<file path="config.mk">
export PLATFORM = sky130hd
export DESIGN_NAME = demux_16line_8bit
export DESIGN_NICKNAME = d
export VERILOG_FILES = /design/src/rtl/sap_pkg.sv /design/src/rtl/demux_line_reg.sv /design/src/rtl/demux_16line_8bit.sv
export SDC_FILE = /design/constraint.sdc
export NUM_CORES = 1
export LEC_CHECK = 0
export BUFFER_PORTS_ARGS = -buffer_cell sky130_fd_sc_hd__buf_2
export CAP_MARGIN = 25
export CORE_MARGIN = 8
export CORE_UTILIZATION = 48
export DETAILED_ROUTE_END_ITERATION = 7
export PLACE_DENSITY = 0.85
export SLEW_MARGIN = 30
export SYNTH_ARGS = -nofsm -noshare
export SYNTH_HDL_FRONTEND = slang
export SYNTH_SLANG_ARGS = --single-unit
</file>
<file path="constraint.sdc">
create_clock -name clk_i -period 1.99 [get_ports clk_i]
set_input_delay 0.597 -clock clk_i [delete_from_list [all_inputs] [get_ports clk_i]]
set_output_delay 0.597 -clock clk_i [all_outputs]
set_load 0.02 [all_outputs]
</file>
<file path="src/rtl/sap_pkg.sv">
// Shared FSM encoding, line count and one-hot helper for the 16-line demux.
// Single-cycle decode helper only; no state lives here.
package sap_pkg;

    localparam int NUM_LINES = 16;
    localparam int SEL_W     = 4;

    typedef logic [1:0] state_t;

    localparam state_t IDLE  = 2'd0;
    localparam state_t BURST = 2'd1;
    localparam state_t DONE  = 2'd2;

    function automatic logic [NUM_LINES-1:0] onehot(input logic [SEL_W-1:0] idx);
        logic [NUM_LINES-1:0] v;
        v      = '0;
        v[idx] = 1'b1;
        return v;
    endfunction

endpackage

</file>
<file path="src/rtl/demux_line_reg.sv">
// One held output line: WIDTH-bit register, synchronous clear wins over load.
// Value appears one cycle after en_i; no backpressure.
module demux_line_reg #(
    parameter int WIDTH = 8
) (
    input  logic             clk_i,
    input  logic             rst_i,
    input  logic             en_i,
    input  logic [WIDTH-1:0] d_i,
    output logic [WIDTH-1:0] q_o
);

    logic [WIDTH-1:0] data_q;

    always_ff @(posedge clk_i) begin
        if (rst_i) begin
            data_q <= '0;
        end else if (en_i) begin
            data_q <= d_i;
        end
    end

    assign q_o = data_q;

endmodule

</file>
<file path="src/rtl/demux_16line_8bit.sv">
// Routes one bus word into one of 16 held lines (single write or auto-incrementing burst).
// Write lands 1 cycle after the accepting beat; in_ready_o drops for the one DONE cycle.
// Optional DEMUX_BROADCAST_EN adds broadcast_i to write every line in one beat.
module demux_16line_8bit
    import sap_pkg::*;
#(
    parameter int WIDTH = 8
) (
    input  logic             clk_i,
    input  logic             rst_i,
    input  logic [WIDTH-1:0] in_i,
    input  logic [3:0]       sel_i,
    input  logic             in_valid_i,
    output logic             in_ready_o,
    input  logic             burst_i,
    input  logic [3:0]       burst_len_i,
`ifdef DEMUX_BROADCAST_EN
    input  logic             broadcast_i,
`endif
    output logic [WIDTH-1:0] out0_o,
    output logic [WIDTH-1:0] out1_o,
    output logic [WIDTH-1:0] out2_o,
    output logic [WIDTH-1:0] out3_o,
    output logic [WIDTH-1:0] out4_o,
    output logic [WIDTH-1:0] out5_o,
    output logic [WIDTH-1:0] out6_o,
    output logic [WIDTH-1:0] out7_o,
    output logic [WIDTH-1:0] out8_o,
    output logic [WIDTH-1:0] out9_o,
    output logic [WIDTH-1:0] out10_o,
    output logic [WIDTH-1:0] out11_o,
    output logic [WIDTH-1:0] out12_o,
    output logic [WIDTH-1:0] out13_o,
    output logic [WIDTH-1:0] out14_o,
    output logic [WIDTH-1:0] out15_o,
    output logic [15:0]      load_o,
    output logic             busy_o,
    output logic             done_o
);

    state_t               state_q, state_d;
    logic [SEL_W-1:0]     ptr_q, ptr_d;
    logic [SEL_W-1:0]     cnt_q, cnt_d;
    logic [NUM_LINES-1:0] load_q;
    logic [NUM_LINES-1:0] wr_en;
    logic                 accept;
    logic                 bcast;
    logic [WIDTH-1:0]     line_q [NUM_LINES];

`ifdef DEMUX_BROADCAST_EN
    assign bcast = broadcast_i;
`else
    assign bcast = 1'b0;
`endif

    assign accept = in_valid_i & in_ready_o;

    always_ff @(posedge clk_i) begin
        if (rst_i) begin
            state_q <= IDLE;
            ptr_q   <= '0;
            cnt_q   <= '0;
            load_q  <= '0;
        end else begin
            state_q <= state_d;
            ptr_q   <= ptr_d;
            cnt_q   <= cnt_d;
            load_q  <= wr_en;
        end
    end

    // Next state, counters and the one-hot write decode share the same accept conditions.
    always_comb begin
        state_d = state_q;
        ptr_d   = ptr_q;
        cnt_d   = cnt_q;
        wr_en   = '0;
        case (state_q)
            IDLE: begin
                if (accept) begin
                    if (bcast) begin
                        wr_en   = '1;
                        state_d = DONE;
                    end else begin
                        wr_en = onehot(sel_i);
                        if (burst_i && (burst_len_i != 4'd0)) begin
                            ptr_d   = sel_i + 4'd1;
                            cnt_d   = burst_len_i;
                            state_d = BURST;
                        end else begin
                            state_d = DONE;
                        end
                    end
                end
            end
            BURST: begin
                if (accept) begin
                    wr_en = onehot(ptr_q);
                    ptr_d = ptr_q + 4'd1;
                    cnt_d = cnt_q - 4'd1;
                    if (cnt_q == 4'd1) begin
                        state_d = DONE;
                    end
                end
            end
            DONE: begin
                state_d = IDLE;
            end
            default: begin
                state_d = IDLE;
            end
        endcase
    end

    always_comb begin
        in_ready_o = 1'b0;
        busy_o     = 1'b0;
        done_o     = 1'b0;
        if (((state_q == IDLE) || (state_q == BURST)) && !rst_i) begin
            in_ready_o = 1'b1;
        end
        if ((state_q == BURST) || (state_q == DONE)) begin
            busy_o = 1'b1;
        end
        if (state_q == DONE) begin
            done_o = 1'b1;
        end
    end

    for (genvar i = 0; i < NUM_LINES; i++) begin : g_line
        demux_line_reg #(
            .WIDTH (WIDTH)
        ) u_line (
            .clk_i (clk_i),
            .rst_i (rst_i),
            .en_i  (wr_en[i]),
            .d_i   (in_i),
            .q_o   (line_q[i])
        );
    end

    assign load_o  = load_q;
    assign out0_o  = line_q[0];
    assign out1_o  = line_q[1];
    assign out2_o  = line_q[2];
    assign out3_o  = line_q[3];
    assign out4_o  = line_q[4];
    assign out5_o  = line_q[5];
    assign out6_o  = line_q[6];
    assign out7_o  = line_q[7];
    assign out8_o  = line_q[8];
    assign out9_o  = line_q[9];
    assign out10_o = line_q[10];
    assign out11_o = line_q[11];
    assign out12_o = line_q[12];
    assign out13_o = line_q[13];
    assign out14_o = line_q[14];
    assign out15_o = line_q[15];

endmodule

</file>
==> results.yml <==
setup_path:
  cp-end-kind: "output pin"
  crit_end: "in_ready_o"
  crit_required_ps: 1390
  worstReg2RegStart: "state_q[1]"
  crit_chain: "inv_4, ha_4, o21ba_4, buf_6"
  ff2ff_path_depth: 8
  slowest_delay_ps: 360
  worstPathMaxFanout: 3
  reg2reg_slack_ps: 80
  cp-startpoint: "state_q[1]"
  timing.rr.end: "g_line[8].u_line.q_o[4]"
  cp.arrival_ps: 1340
  worstSetupStartpointType: "flop"
  path_class: "flop to output pin"
  crit_slowest_cell: "dfxtp_2"
cells_and_area:
  multiInputGateArea_sq_um: 3038
  regArea_sq_um: 3088
  final_cells: 1099
  fill_cells: 1113
  layout-drive-gt1-share_pct: 31.02
  area_growth_pct: 28.80
  nNetsFinal: 935
grt:
  antenna_found_initial: 1
  grt_max_degree: 139
  grt_pass1_wl_um: 32530
  grt_overflow: 0
  grt_usage_pct: 22.75
  first_global_vias: 6053
synth:
  synth_cells: 751
  synth_edf_count: 0
  synth.distinct_cells: 52
  syn_area_sq_um: 6469
  ys_ff_latch: 154
  syn_nets: 777
  ys_seq_area_share_pct: 47.66
  synth_top_area_share_pct: 47.66
  ys_warn_count: 0
  async_reset_ff_share_pct: 0
  synthTopCellsByArea: "dfxtp_1, a21oi_1, nand3_1"
  ys.flop_type: "dfxtp_1"
  avgSynthCellArea_sq_um: 8.613
  synth_top_area_cell: "dfxtp_1"
detailed_routing:
  vias: 6538
  drc: 0
  dr.pass1.iters: 5
  postRouteAntennaNets: 0
  wire_per_inst_um: 18.70
  drt_iter0_drc: 728
  vias_per_cell: 5.949
  routed_wl_um: 20560
power:
  p_clk_share_pct: 48.4
  p_int_mw: 5.790
  p_per_area_nw_per_um2: 913.1
  p_leak_nw: 3.271
  swShare_pct: 23.89
  ir_drop_mv: 0.6650
  pwr-share-seq_pct: 41.4
  combPwrFrac_pct: 10.2
  p_switching_mw: 1.817
placement:
  hpwl_um: 13120
  gp_congestion: 0.8576
  placedCellCount: 1063
  port_buffers: 166
floorplan:
  ios: 167
  start_util_pct: 49.04
  die-height_um: 132.1
  coreArea_sq_um: 13190
  die_w_um: 132.1
  die-area_sq_um: 17450
  rows: 42
clock_network:
  clock_latency_ps: 420
  numClockSinks: 154
  cts_buffers: 17
  clock_path_buffers: 2
  path_clk_slew_ps: 60
  cts_max_level: 4
  hold_buffers: 0
  tritoncts: "built"
  root_buffer: "clkbuf_16"
sta:
  fin_setup_tns_ps: 0
  tightestPinTransition_ps: 655.3
  fmax_mhz: 517.4
  hold_violations: 0
  slew_headroom_pct: 56.32
  setup_viol: 0
  fin_crit_ps: 1933
  rsz0062_at_grt: "true"
  slew_violations: 0
  post-route-period-util_pct: 97.12
  fin_skew_ps: 8.761
hold_path:
  hp-class: "flop to flop"
  hold_depth: 2
run:
  cap_viol_max_count: 0
run_status:
  outcome: "complete, no violations"
## worst min-delay path by stage
stage | from | to | slack (ps)
6_report | g_line[12].u_line.q_o[1] | g_line[12].u_line.q_o[1] | 460
5_1_grt | g_line[12].u_line.q_o[1] | g_line[12].u_line.q_o[1] | 480
4_1_cts | g_line[4].u_line.q_o[1] | g_line[4].u_line.q_o[1] | 470
3_5_place_dp | g_line[11].u_line.q_o[3] | g_line[11].u_line.q_o[3] | 460
3_3_place_gp | g_line[3].u_line.q_o[5] | g_line[3].u_line.q_o[5] | 460
2_1_floorplan | cnt_q[1] | cnt_q[1] | 450
## Yosys cell counts, types with 3 or more instances
cell,number
ha_1,6
o211ai_1,5
inv_1,7
nand2_1,9
clkbuf_2,4
buf_6,6
buf_2,17
o22a_1,11
nand3b_1,4
o22ai_4,3
o22ai_2,9
nand2b_1,6
nand3_1,132
o21ai_0,106
o22ai_1,3
o21ai_1,29
nor2_1,19
nor2b_1,4
buf_4,15
dfxtp_1,154
o22a_4,3
clkbuf_1,32
a21oi_1,135
## power groups by stage
stage	registers, mW	clock network (mW)	logic, mW
CTS	3.15	3.71	0.741
detailed placement	3.21	0	0.723
global placement	3.21	0	0.717
global route	3.15	3.86	0.831
floorplan	3.23	0	0.475
finish	3.15	3.68	0.777
## cell families after synthesis
group	Yosys count	synth area share, %
muxes	3	0.5029
AOI/OAI and AO/OA	318	29.03
DFF	154	47.66
xor gates and xnor gates	1	0.1354
adders and majority gates	6	1.161
and+or+nand+nor	187	14.78
buffers and inverters	82	6.731
## cell usage in the layout (no fill, tap or decap), types with 3 or more instances in the layout
cell,count
o22ai_2,9
a21oi_1,135
nand2_1,9
clkinv_2,3
nand3_1,132
o211ai_1,5
nand3b_1,4
buf_6,3
nand2b_1,6
ha_4,3
o21ai_2,4
o22ai_1,3
ha_1,3
dfxtp_1,152
o22a_4,3
nor2_1,19
buf_4,40
clkbuf_16,17
bufinv_16,6
o22ai_4,3
buf_12,6
o22a_2,5
o21ai_1,33
nor2b_1,4
o21ai_0,98
o22a_1,6
buf_2,164
inv_1,5
## layout make-up
type	instances	share of cell area (%)
clock inverter	12	2.628
sequential	154	37.06
inverter	8	0.3904
clock buffer	20	5.481
timing repair buffer	213	15.30
multi-input combinational	515	36.46
antenna	1	0.03003
tap	176	2.643
## flip-flops by register name (all words and copies together) (netlist names)
| signal | flops |
|---|---|
| g_line.u_line.q_o | 128 |
| state_q | 2 |
| ptr_q | 4 |
| cnt_q | 4 |
| load_o | 16 |
## critical path, delay by kind of cell (launching register included)
kind	cells	cell delay, ps
flops	1	360
compound gates	1	220
buf+inv	2	180
fa+ha+maj	1	160
## through the flow
step	instance area [sq um]	setup slack (ps)	utilization (%)	hold slack, ps	power, mW
after CTS	8255	12.01	62.59	472.9	7.595
after detailed placement	7530	-14.39	57.09	464.2	3.935
after global routing	8332	-6.977	63.17	480.9	7.838
after floorplan	6482	5.215	-	445.0	3.709
after global placement	7530	18.47	57.09	457.2	3.928
final	8332	57.37	63.17	460.7	7.607
## routing by layer
layer  up-vias  wire [um]  global-route usage [%]
li1       3056          -                       -
met5         -          0                       0
met2       342       9685                   35.67
met3        40       2099                   7.546
met4         0        416                   7.913
met1      3100       8352                   28.62
## what timing repair did
item,4_1_cts,5_1_grt
pin swaps,1,6
resized for setup,13,26
setup buffers,2,2
endpoints found under the setup margin,30,67
(Power assumes the default switching activity.)
